**src/rtl/lsu_mem_bridge.sv**
```systemverilog
`default_nettype none
// ============================================================================
// Module   : lsu_mem_bridge
// Purpose  : Load/store unit placed after the execute stage of a single-cycle
//            core. Turns each load/store into one req/gnt/rvalid transaction
//            on a word-organised memory bus and stalls the core until the
//            access completes.
//            - Stores: byte enables from size/offset, lane-replicated data.
//            - Loads : addressed lane extracted, sign- or zero-extended.
//            - Misaligned or illegal-size accesses finish with access_fault
//              and no bus transaction.
// Ports    : clk, reset (sync, active-high)
//            mem_read, mem_write, funct3, addr, write_data  (core side in)
//            read_data, stall, access_fault, bus_err         (core side out)
//            bus_req, bus_we, bus_addr, bus_be, bus_wdata    (bus out)
//            bus_gnt, bus_rvalid, bus_rdata                  (bus in)
// Options  : LSU_BUS_TIMEOUT_EN - when defined, a REQ/WAIT cycle counter
//            aborts the access after TIMEOUT_CYCLES and pulses bus_err.
//            When undefined, bus_err is constant 0 and the LSU waits forever.
// Revision : 1.0 - initial release
// ============================================================================
module lsu_mem_bridge #(
    parameter int ADDR_W         = 32,
    parameter int TIMEOUT_CYCLES = 64
) (
    input  logic              clk,
    input  logic              reset,
    input  logic              mem_read,
    input  logic              mem_write,
    input  logic [2:0]        funct3,
    input  logic [ADDR_W-1:0] addr,
    input  logic [31:0]       write_data,
    output logic [31:0]       read_data,
    output logic              stall,
    output logic              access_fault,
    output logic              bus_err,
    output logic              bus_req,
    output logic              bus_we,
    output logic [ADDR_W-3:0] bus_addr,
    output logic [3:0]        bus_be,
    output logic [31:0]       bus_wdata,
    input  logic              bus_gnt,
    input  logic              bus_rvalid,
    input  logic [31:0]       bus_rdata
);

    localparam logic [1:0] c_ST_IDLE = 2'd0;
    localparam logic [1:0] c_ST_REQ  = 2'd1;
    localparam logic [1:0] c_ST_WAIT = 2'd2;
    localparam logic [1:0] c_ST_DONE = 2'd3;

    localparam logic [1:0] c_SZ_BYTE = 2'b00;
    localparam logic [1:0] c_SZ_HALF = 2'b01;
    localparam logic [1:0] c_SZ_WORD = 2'b10;

    logic [1:0]        r_state;
    logic [31:0]       r_read_data;
    logic              r_access_fault;
    logic              r_bus_req;
    logic              r_bus_we;
    logic [ADDR_W-3:0] r_bus_addr;
    logic [3:0]        r_bus_be;
    logic [31:0]       r_bus_wdata;
    // Load shaping info captured at issue, so extraction does not depend on
    // the core keeping addr/funct3 stable.
    logic [1:0]        r_off;
    logic [1:0]        r_size;
    logic              r_uns;
    logic              r_both;

    logic              w_act;
    logic              w_bad;
    logic [3:0]        w_be;
    logic [31:0]       w_wdata;
    logic [31:0]       w_shifted;
    logic [31:0]       w_load_val;
    logic              w_tmo_fire;

    assign w_act = mem_read | mem_write;
    assign stall = w_act & (r_state != c_ST_DONE);

    assign w_bad = (funct3[1:0] == 2'b11)
                 | ((funct3[1:0] == c_SZ_HALF) & addr[0])
                 | ((funct3[1:0] == c_SZ_WORD) & (addr[1:0] != 2'b00));

    always_comb begin
        w_be    = 4'b1111;
        w_wdata = write_data;
        case (funct3[1:0])
            c_SZ_BYTE: begin
                w_be    = 4'b0001 << addr[1:0];
                w_wdata = {4{write_data[7:0]}};
            end
            c_SZ_HALF: begin
                w_be    = 4'b0011 << addr[1:0];
                w_wdata = {2{write_data[15:0]}};
            end
            default: begin
                w_be    = 4'b1111;
                w_wdata = write_data;
            end
        endcase
    end

    assign w_shifted = bus_rdata >> {r_off, 3'b000};

    always_comb begin
        w_load_val = w_shifted;
        case (r_size)
            c_SZ_BYTE: w_load_val = {{24{~r_uns & w_shifted[7]}}, w_shifted[7:0]};
            c_SZ_HALF: w_load_val = {{16{~r_uns & w_shifted[15]}}, w_shifted[15:0]};
            default:   w_load_val = w_shifted;
        endcase
    end

`ifdef LSU_BUS_TIMEOUT_EN
    localparam int c_CNT_W = $clog2(TIMEOUT_CYCLES + 1);

    logic [c_CNT_W-1:0] r_tmo_cnt;
    logic               r_bus_err;
    logic               w_tmo_hit;

    // The count is 0 in the first REQ cycle, so the limit is met during the
    // TIMEOUT_CYCLES-th cycle spent waiting.
    assign w_tmo_hit  = (32'(r_tmo_cnt) >= 32'(TIMEOUT_CYCLES - 1));
    assign w_tmo_fire = w_tmo_hit
                      & (((r_state == c_ST_REQ)  & ~bus_gnt)
                       | ((r_state == c_ST_WAIT) & ~bus_rvalid));

    always_ff @(posedge clk) begin
        if (reset) begin
            r_tmo_cnt <= '0;
            r_bus_err <= 1'b0;
        end else begin
            r_bus_err <= w_tmo_fire;
            if ((r_state == c_ST_REQ) || (r_state == c_ST_WAIT)) begin
                if (32'(r_tmo_cnt) < 32'(TIMEOUT_CYCLES))
                    r_tmo_cnt <= r_tmo_cnt + 1'b1;
            end else begin
                r_tmo_cnt <= '0;
            end
        end
    end

    assign bus_err = r_bus_err;
`else
    assign w_tmo_fire = 1'b0;
    assign bus_err    = 1'b0;
`endif

    always_ff @(posedge clk) begin
        if (reset) begin
            r_state        <= c_ST_IDLE;
            r_read_data    <= '0;
            r_access_fault <= 1'b0;
            r_bus_req      <= 1'b0;
            r_bus_we       <= 1'b0;
            r_bus_addr     <= '0;
            r_bus_be       <= '0;
            r_bus_wdata    <= '0;
            r_off          <= '0;
            r_size         <= '0;
            r_uns          <= 1'b0;
            r_both         <= 1'b0;
        end else begin
            case (r_state)
                c_ST_IDLE: begin
                    if (w_act) begin
                        if (w_bad) begin
                            r_state        <= c_ST_DONE;
                            r_access_fault <= 1'b1;
                            r_read_data    <= '0;
                        end else begin
                            r_state     <= c_ST_REQ;
                            r_bus_req   <= 1'b1;
                            r_bus_we    <= mem_write;
                            r_bus_addr  <= addr[ADDR_W-1:2];
                            r_bus_be    <= w_be;
                            r_bus_wdata <= w_wdata;
                            r_off       <= addr[1:0];
                            r_size      <= funct3[1:0];
                            r_uns       <= funct3[2];
                            r_both      <= mem_read & mem_write;
                        end
                    end
                end
                c_ST_REQ: begin
                    if (bus_gnt) begin
                        r_bus_req <= 1'b0;
                        if (r_bus_we) begin
                            r_state <= c_ST_DONE;
                            // Simultaneous read+write: the write wins and
                            // the load result is forced to zero.
                            if (r_both)
                                r_read_data <= '0;
                        end else begin
                            r_state <= c_ST_WAIT;
                        end
                    end else if (w_tmo_fire) begin
                        r_bus_req   <= 1'b0;
                        r_state     <= c_ST_DONE;
                        r_read_data <= '0;
                    end
                end
                c_ST_WAIT: begin
                    if (bus_rvalid) begin
                        r_read_data <= w_load_val;
                        r_state     <= c_ST_DONE;
                    end else if (w_tmo_fire) begin
                        r_read_data <= '0;
                        r_state     <= c_ST_DONE;
                    end
                end
                default: begin
                    // DONE lasts one cycle regardless of the request inputs.
                    r_state        <= c_ST_IDLE;
                    r_access_fault <= 1'b0;
                end
            endcase
        end
    end

    assign read_data    = r_read_data;
    assign access_fault = r_access_fault;
    assign bus_req      = r_bus_req;
    assign bus_we       = r_bus_we;
    assign bus_addr     = r_bus_addr;
    assign bus_be       = r_bus_be;
    assign bus_wdata    = r_bus_wdata;

endmodule
`default_nettype wire

```
**config.mk**
```make
export PLATFORM = sky130hd
export DESIGN_NAME = lsu_mem_bridge
export DESIGN_NICKNAME = d
export VERILOG_FILES = /design/src/rtl/lsu_mem_bridge.sv
export SDC_FILE = /design/constraint.sdc
export NUM_CORES = 1
export LEC_CHECK = 0
export CAP_MARGIN = 20
export CORE_MARGIN = 2
export CORE_UTILIZATION = 25
export DETAILED_ROUTE_END_ITERATION = 8
export MAX_ROUTING_LAYER = met4
export PLACE_DENSITY = 0.58
export SLEW_MARGIN = 10
export SYNTH_ARGS = -nofsm -noshare
export SYNTH_HDL_FRONTEND = slang
export SYNTH_SLANG_ARGS = --single-unit
```
**constraint.sdc**
```tcl
create_clock -name clk -period 2.5 [get_ports clk]
set_input_delay 0.625 -clock clk [delete_from_list [all_inputs] [get_ports clk]]
set_output_delay 0.625 -clock clk [all_outputs]
set_load 0.02 [all_outputs]
```
==> results.md, run 1 <==
* Status: completed
* RSZ-0062 raised after global routing: no
* CTS tree: done
* Int Pwr at 4.11 mW
* Synth cell count leaders: 113 x nand2_1, 109 x dfxtp_1, 75 x a21oi_1, 33 x nor2_1, 28 x clkbuf_1
* Compound-Gate Fraction of Synth Area at 22.9%
* Gr ovfl total at 0
* Comb pwr share at 44.8%
* DIE AREA at 21700 sq um
* Crit Path Max Fanout at 3
* Max Cap Violations at 0
* Layout Nets at 908
* Total CTS buffers at 9
* Worst path cell trace: clkdlybuf4s50_1, nor2_1, nor2_1, dlygate4sd2_1
* Clk_skew at 0.0111 ns
* Layout cells sized above 1 at 10.2%
* Most frequent cell after synthesis: nand2_1
* WS Path Type: input pin to output pin
* Setup crit start: mem_write
* Register-to-Register Path Depth at 8
* Cell Pwr Density at 816 nW/um^2
* Initial core utilization at 25.4%
* Avg Cell Area, Syn at 8.64 sq um
* Final cell count without fillers at 1074
* Xor and xnor area share after synthesis at 0%
* Leakage at 2.78 nW
* Vias per cell at 4.74
* Cell count along the critical path at 4
* Aggregate global-route resource usage at 16.3%
* Dpl ws at -0.170 ns
* Final WS setup at 0.100 ns
* Number of global-route vias before repair at 4891
* Area growth from synthesis to layout at 54.6%
* Share of the synthesized area in the top cell type at 42.4%
* WL final at 17.4 mm
* Synth top area cells: dfxtp_1 42%, nand2_1 8.2%, a21oi_1 7.3%, mux2i_1 4.9%, o2bb2ai_1 3.9%
* Syn. warnings at 0
* Post-synthesis sequential area ratio at 42.4%
* Reg2reg start: r_state[0]
* Fin crit share at 96.0%
* FF+latch count, synth at 109
* Critical Path Source Type: input pin
* Sw frac at 36.7%
* FILL cells at 2080
* Arrival @ worst endpoint at 1.77 ns
* Via count at 5093
* Synthesized-area fraction occupied by adder cells at 0.973%
* Sequential share of power at 33.0%
* Crit path max-delay family: buffers and inverters
* Clock power frac at 22.2%
* Hold Slack at 0.454 ns
* Psw at 2.38 mW
* Longest Clk Path Bufs at 2
* Die H at 147 um
* Largest net degree at the start of global routing at 63
* Final Setup Violations at 0
* Final min period at 2.40 ns
* Clock Sinks at 109
* Worst Path Required at 1.88 ns
* Wire length per cell at 16.2 um
* Setup crit end: stall
* Syn nets at 704
* Mux contribution to synthesized area at 10.6%
* I/O Buffers at 206
* Number of H-tree levels at 3
* Worst-Margin Slew at 0.868 ns
* DPL Wire Length at 12.9 mm
* Main combinational cell family by area after synthesis: compound AO/OA/AOI/OAI gates
* CP Capture Type: output pin
* Synth area leader: dfxtp_1
* Worst min path class: flip-flop to flip-flop
* Top FF cell, synth: dfxtp_1
* DRC at 0
* Worst-Skew Late Latency at 0.36 ns
* Gpl congestion at 0.818
* Worst R2R End: read_data[20]
* Io pins at 208
* Post-synth EDFFs at 0
* ANT nets after route at 0
* Placed Cells at 1058
* Simple-Gate Fraction of Synth Area at 17.6%
* Initial antenna violation count at 1
* Achievable Freq at 0.417 GHz
* Yosys cell types at 49
* Fin util at 39.3%
* Synth async-reset ratio at 0%
* Most frequent CP cell: nor2_1
* Slew margin rel. at 42.0%
* CTS root buf: clkbuf_16
* Syn Inst Count at 595
* Worst hold path depth at 2
* DRT Pass-1 Iters at 4
* Post-Synthesis Cell Area at 5140 sq um
* WP buf/inv at 2
* Hold Violations, Final at 0
* Clk pin slew, worst setup/hold paths at 0.07 ns
* Setup repair bufs after CTS at 0
* Worst R2R Setup Slack at 0.32 ns
* Die Wd at 147 um
* Slew Viols, Final at 0
* CP max stage delay at 0.55 ns
* Core Area at 20200 sq um
* First DRT Iteration DRCs at 284
* Row cnt at 52
* First-pass GRT wire length at 27.0 mm
* Slowest-stage cell, CP: clkdlybuf4s50_1
* Max IR drop VDD at 0.000331 V
[layout make-up]
cell class	count	area (sq um)	area share, %
Clock inverter	4	50.0	0.630
Tap cell	270	338	4.25
Multi-Input combinational cell	424	2680	33.7
Inverter	10	37.5	0.472
Clock buffer	11	233	2.93
Timing Repair Buffer	245	2430	30.5
Antenna cell	1	2.50	0.0315
Sequential cell	109	2180	27.4
[how the worst min path moves through the flow]
stage	start	slack (ns)	endpoint
after CTS	bus_addr[7]	0.46	bus_addr[7]
after global placement	bus_wdata[3]	0.44	bus_wdata[3]
after detailed placement	bus_addr[7]	0.45	bus_addr[7]
after floorplan	r_both	0.43	r_both
after global routing	bus_addr[22]	0.47	bus_addr[22]
final	bus_addr[7]	0.45	bus_addr[7]
[power by group through the flow]
stage / Combinational, mW / Clock [mW] / Sequential (mW)
6_report: 2.91 / 1.44 / 2.14
4_1_cts: 2.93 / 1.49 / 2.14
5_1_grt: 3.16 / 1.55 / 2.17
2_1_floorplan: 1.38 / 0 / 2.43
3_3_place_gp: 2.93 / 0 / 2.17
3_5_place_dp: 2.92 / 0 / 2.18
[cells in the final DEF (no fill, tap or decap), drive strengths merged, types with 2 or more instances in the layout]
cell type      Yosys  final
a211oi            11     11
a21o               2      2
a21oi             76     76
a2bb2oi            8      8
a311oi             9      9
buf               23     40
clkbuf            29     11
clkdlybuf4s50      0    204
clkinvlp           0      2
dfxtp            109    109
ha                 4      4
inv               10     10
mux2              10     10
mux2i             25     25
mux4               8      8
nand2            113    113
nand2b             5      5
nand4             17     17
nor2              33     33
nor2b              8      8
nor3               8      8
nor3b              3      3
nor4               2      2
o211ai            14     14
o21ai             22     22
o221ai             5      5
o2bb2ai           23     23
or2                2      2
or3                3      3
[cell families (layout without fill, tap and decap cells)]
group	count (synthesis)	in the layout
buffers and inverters	62	270
adder cells (fa/ha/maj)	4	4
flip-flops	109	109
other	1	2
AND/OR/NAND/NOR	199	199
multiplexers	43	43
AO/OA/AOI/OAI	177	177
[stage by stage]
step / instance area [sq um] / total power [mW] / TNS (ns)
final: 7950 / 6.49 / 0
after global placement: 7670 / 5.10 / -5.73
after floorplan: 5140 / 3.81 / 0
after detailed placement: 7670 / 5.10 / -7.72
after global routing: 7950 / 6.88 / 0
after CTS: 7950 / 6.56 / 0
[sequential cells by signal (all words and copies together), names as in the netlist]
register / cells
bus_wdata: 32
read_data: 32
bus_addr: 30
bus_be: 4
r_off: 2
r_size: 2
r_state: 2
access_fault: 1
bus_req: 1
bus_we: 1
r_both: 1
r_uns: 1
[per-layer routing]
| layer | wire length [um] | track usage, % | up-vias | part of all wire (%) |
|---|---|---|---|---|
| met2 | 8180 | 25.3 | 129 | 47 |
| met3 | 687 | 2.75 | 24 | 4.0 |
| met5 | 0 | - | - | 0 |
| li1 | - | - | 2544 | - |
| met4 | 417 | 6.73 | 0 | 2.4 |
| met1 | 8100 | 21.1 | 2396 | 47 |
[worst reg2reg max path: stages (launching register included)]
cell and delay [ns]:
dfxtp_1 0.34, inv_1 0.09, ha_1 0.23, buf_4 0.16
nor2_1 0.10, nor3b_2 0.55, nand4_1 0.24, buf_12 0.21
o221ai_1 0.17
[repair_timing]
action                     CTS  global route
setup endpoints to repair    1             0
gates resized for setup      1             0
hold buffers                 0             0
Power figures use the tool's default switching activity.
==> run 2, diff against run 1 <==
--- a/config.mk
+++ b/config.mk
@@ -6,7 +6,7 @@
 export NUM_CORES = 1
 export LEC_CHECK = 0
 export CAP_MARGIN = 20
-export CORE_MARGIN = 2
+export CORE_MARGIN = 3
 export CORE_UTILIZATION = 25
 export DETAILED_ROUTE_END_ITERATION = 8
 export MAX_ROUTING_LAYER = met4
==> results.md, run 2 (synthesis results as in run 1) <==
* ANT nets after route at 0
* Worst-Skew Late Latency at 0.35 ns
* Status: completed
* CP Capture Type: output pin
* I/O Buffers at 206
* DRT Pass-1 Iters at 4
* Max IR drop VDD at 0.000374 V
* Clock Sinks at 109
* Via count at 5024
* Final Total Pwr at 6.52 mW
* Aggregate global-route resource usage at 16.2%
* Cell Pwr Density at 815 nW/um^2
* Worst Path Required at 1.88 ns
* Achievable Freq at 0.447 GHz
* Clock power frac at 22.0%
* Leading cell type in the layout, fill and taps excluded: clkdlybuf4s50_1
* Initial core utilization at 25.9%
* Longest Clk Path Bufs at 2
* Commonest cells after routing, fill and taps aside: 204 x clkdlybuf4s50_1, 113 x nand2_1, 109 x dfxtp_1
* First-pass GRT wire length at 27.8 mm
* DRC at 0
* Row cnt at 51
* Max Cap Violations at 0
* Final Setup Violations at 0
* Number of H-tree levels at 3
* Clk_skew at 0.00571 ns
* Io pins at 208
* First DRT Iteration DRCs at 304
* DPL Wire Length at 13.4 mm
* Wire length per cell at 16.6 um
* CTS root buf: clkbuf_16
* Clk pin slew, worst setup/hold paths at 0.07 ns
* Gr ovfl total at 0
* Vias per cell at 4.70
* DIE AREA at 22300 sq um
* Layout Nets at 910
* Fin crit share at 89.4%
* Hold Slack at 0.454 ns
* CTS Hold Buffers Added at 0
* Int Pwr at 4.15 mW
* Initial antenna violation count at 0
* CTS tree: done
* Slew Viols, Final at 0
* Slew margin rel. at 49.1%
* Area growth from synthesis to layout at 55.6%
* Gpl congestion at 0.778
* Crit Path Max Fanout at 2
* Worst-Margin Slew at 0.761 ns
* Sequential share of power at 32.7%
* Arrival @ worst endpoint at 1.61 ns
* N_diodes at 0
* Core Area at 19800 sq um
* Leakage at 2.80 nW
* Total CTS buffers at 9
* RSZ-0062 raised after global routing: no
* Final min period at 2.24 ns
* Placed Cells at 1055
* Layout cells sized above 1 at 10.3%
* Die H at 149 um
* WL final at 17.8 mm
* Fin util at 40.3%
* Number of global-route vias before repair at 4953
* Psw at 2.38 mW
* WS Path Type: input pin to output pin
* Hold Violations, Final at 0
* Critical Path Source Type: input pin
* Comb pwr share at 45.3%
* Sw frac at 36.4%
* Final cell count without fillers at 1069
* Largest net degree at the start of global routing at 92
* Worst min path class: flip-flop to flip-flop
* Die Wd at 149 um
-- run 2: routing by layer --
metal	GRT usage, %	routed length (um)
met5	-	0
met4	6.41	605
met3	3.00	738
met2	25.4	8430
met1	20.8	8010
-- run 2: area by class of cell --
cell class	instances	area (sq um)
sequential	109	2180
clock inverter	3	47.5
inverter	10	37.5
multi-input combinational	424	2680
timing repair buffer	247	2490
fill	1972	11800
clock buffer	11	233
tap	265	332
-- run 2: what timing repair did --
item / in CTS / in global routing
buffers inserted: 0 / 0
setup endpoints to repair: 1 / 0
resized for setup: 1 / 0
-- run 2: worst paths after layout --
kind,start,end,slack (ns),depth (start not counted)
setup / recovery,mem_read,stall,0.26,4
hold / removal,bus_addr[6],bus_addr[6],0.45,2
setup reg to reg,r_state[0],read_data[23],0.32,7
hold reg to reg,bus_addr[6],bus_addr[6],0.45,2
-- run 2: stage by stage --
step	setup WS (ns)	setup TNS (ns)	instance area, sq um
after floorplan	0.366	0	5140
after global placement	0.0143	0	7720
after detailed placement	-0.0637	-0.950	7720
after CTS	0.265	0	8000
after global routing	0.0408	0	8000
final	0.265	0	8000
-- run 2: worst max-delay path: stages --
cell and delay [ns]:
clkdlybuf4s50_1 0.50, nor2_1 0.07, nor2_1 0.09, dlygate4sd2_1 0.33
-- run 2: power groups by stage --
stage	sequential, mW	clock, mW	combinational [mW]
after global routing	2.17	1.53	3.23
after floorplan	2.43	0	1.38
after detailed placement	2.17	0	2.98
final	2.13	1.43	2.96
after CTS	2.14	1.48	2.99
after global placement	2.17	0	2.99
==> run 3, diff against run 2 <==
--- a/config.mk
+++ b/config.mk
@@ -6,11 +6,13 @@
 export NUM_CORES = 1
 export LEC_CHECK = 0
 export CAP_MARGIN = 20
+export CELL_PAD_IN_SITES_DETAIL_PLACEMENT = 0
+export CELL_PAD_IN_SITES_GLOBAL_PLACEMENT = 1
 export CORE_MARGIN = 3
 export CORE_UTILIZATION = 25
 export DETAILED_ROUTE_END_ITERATION = 8
 export MAX_ROUTING_LAYER = met4
-export PLACE_DENSITY = 0.58
+export PLACE_DENSITY = 0.74
 export SLEW_MARGIN = 10
 export SYNTH_ARGS = -nofsm -noshare
 export SYNTH_HDL_FRONTEND = slang
==> results.md, run 3 (synthesis results as in run 1) <==
* Critical Path Source Type: input pin
* Slew margin rel. at 40.1%
* Worst min path class: flip-flop to flip-flop
* Achievable Freq at 0.444 GHz
* Largest net degree at the start of global routing at 63
* RSZ-0062 raised after global routing: no
* Final Setup Violations at 0
* Area growth from synthesis to layout at 54.1%
* Leading cell type in the layout, fill and taps excluded: clkdlybuf4s50_1
* Final cell count without fillers at 1068
* CP max stage delay at 0.51 ns
* Fin crit share at 90.1%
* Clk pin slew, worst setup/hold paths at 0.07 ns
* Setup repair bufs after CTS at 0
* Longest Clk Path Bufs at 2
* Dpl ws at -0.102 ns
* Core Area at 19800 sq um
* WS Path Type: input pin to output pin
* Initial antenna violation count at 3
* Psw at 2.42 mW
* DRT Pass-1 Iters at 4
* Clk_skew at 0.0140 ns
* CP Capture Type: output pin
* Clock Sinks at 109
* DIE AREA at 22300 sq um
* Max IR drop VDD at 0.000344 V
* CTS Hold Buffers Added at 0
* WL final at 17.7 mm
* Via count at 4997
* Comb pwr share at 43.7%
* Die Wd at 149 um
* Worst Path Required at 1.88 ns
* DRC at 0
* Leakage at 2.77 nW
* Max Cap Violations at 0
* Total negative slack at 0 ns
* First DRT Iteration DRCs at 266
* Clock power frac at 23.5%
* Worst R2R Setup Slack at 0.36 ns
* Setup crit end: stall
* Final WS setup at 0.247 ns
* Worst-Skew Late Latency at 0.37 ns
* Reg2reg start: r_state[0]
* Fin util at 39.9%
* Die H at 149 um
* CTS root buf: clkbuf_16
* Hold Violations, Final at 0
* I/O Buffers at 206
* Row cnt at 51
* Placed Cells at 1049
* Vias per cell at 4.68
* Most frequent CP cell: nor2_1
* Status: completed
* Number of global-route vias before repair at 4881
* Layout Nets at 904
* Worst hold path depth at 2
* First-pass GRT wire length at 27.0 mm
* Int Pwr at 4.09 mW
* DPL Wire Length at 13.2 mm
* ANT nets after route at 0
* Slew Viols, Final at 0
* Total CTS buffers at 9
* Slowest-stage cell, CP: clkdlybuf4s50_1
* Io pins at 208
* Sw frac at 37.2%
* Number of H-tree levels at 3
* CTS tree: done
* Cell Pwr Density at 821 nW/um^2
* Crit Path Max Fanout at 3
* Worst R2R End: read_data[20]
* Arrival @ worst endpoint at 1.63 ns
* Aggregate global-route resource usage at 15.9%
* Hold Slack at 0.455 ns
* Wire length per cell at 16.6 um
* Worst-Margin Slew at 0.897 ns
* Commonest cells after routing, fill and taps aside: 204 x clkdlybuf4s50_1, 113 x nand2_1, 109 x dfxtp_1
* Setup crit start: mem_write
* Gpl congestion at 0.835
* Sequential share of power at 32.8%
* Layout cells sized above 1 at 10.1%
* Initial core utilization at 25.9%
* Worst path cell trace: clkdlybuf4s50_1, nor2_1, nor2_1, dlygate4sd2_1
* Gr ovfl total at 0
* Final min period at 2.25 ns
* Register-to-Register Path Depth at 7
==> run 3: changes by cell type in the layout (fill, tap and decap cells not counted), sizes merged <==
| cell | delta |
|---|---|
| diode | +3 |
| clkinv | +1 |
| clkinvlp | +1 |
| inv | +2 |
| buf | -6 |
| clkbuf | -2 |
==> run 3: power groups by stage <==
| stage | logic [mW] | clock network [mW] | registers, mW |
|---|---|---|---|
| after floorplan | 1.38 | 0 | 2.43 |
| after global placement | 2.87 | 0 | 2.17 |
| after detailed placement | 2.87 | 0 | 2.17 |
| after CTS | 2.87 | 1.60 | 2.14 |
| after global routing | 3.10 | 1.66 | 2.17 |
| final | 2.85 | 1.53 | 2.13 |
==> run 3: critical path: cells and delay by family <==
kind                   cells  cell delay, ns
buffers and inverters      2            0.84
and+or+nand+nor            2            0.16
==> run 3: what timing repair did <==
| item | in CTS | in global routing |
|---|---|---|
| hold endpoints to repair | 0 | 0 |
| gates resized for setup | 1 | 0 |
| setup endpoints to repair | 1 | 0 |
==> run 3: layer usage <==
| metal | vias up | wire, um | track usage, % |
|---|---|---|---|
| li1 | 2540 | - | - |
| met1 | 2316 | 7780 | 19.8 |
| met2 | 113 | 8520 | 25.3 |
| met3 | 28 | 797 | 2.76 |
| met4 | 0 | 600 | 7.23 |
| met5 | - | 0 | - |
==> run 3: layout make-up <==
cell class                 instances  area [sq um]
sequential                       109          2180
clock buffer                       9           225
clock inverter                     7          91.3
fill                            2008         11900
inverter                          10          37.5
timing repair buffer             241          2370
antenna                            3          7.51
multi-input combinational        424          2680
tap                              265           332
==> run 3: metrics by stage <==
| step | total power, mW | area [sq um] |
|---|---|---|
| after floorplan | 3.81 | 5140 |
| after global placement | 5.04 | 7600 |
| after detailed placement | 5.04 | 7600 |
| after CTS | 6.60 | 7920 |
| after global routing | 6.92 | 7930 |
| final | 6.51 | 7930 |
==> run 3: how the worst min path moves through the flow <==
stage	start	to	slack, ns
after floorplan	r_both	r_both	0.43
after global placement	bus_wdata[27]	bus_wdata[27]	0.44
after detailed placement	bus_addr[7]	bus_addr[7]	0.45
after CTS	bus_addr[7]	bus_addr[7]	0.46
after global routing	bus_wdata[5]	bus_wdata[5]	0.47
final	bus_addr[19]	bus_addr[19]	0.45
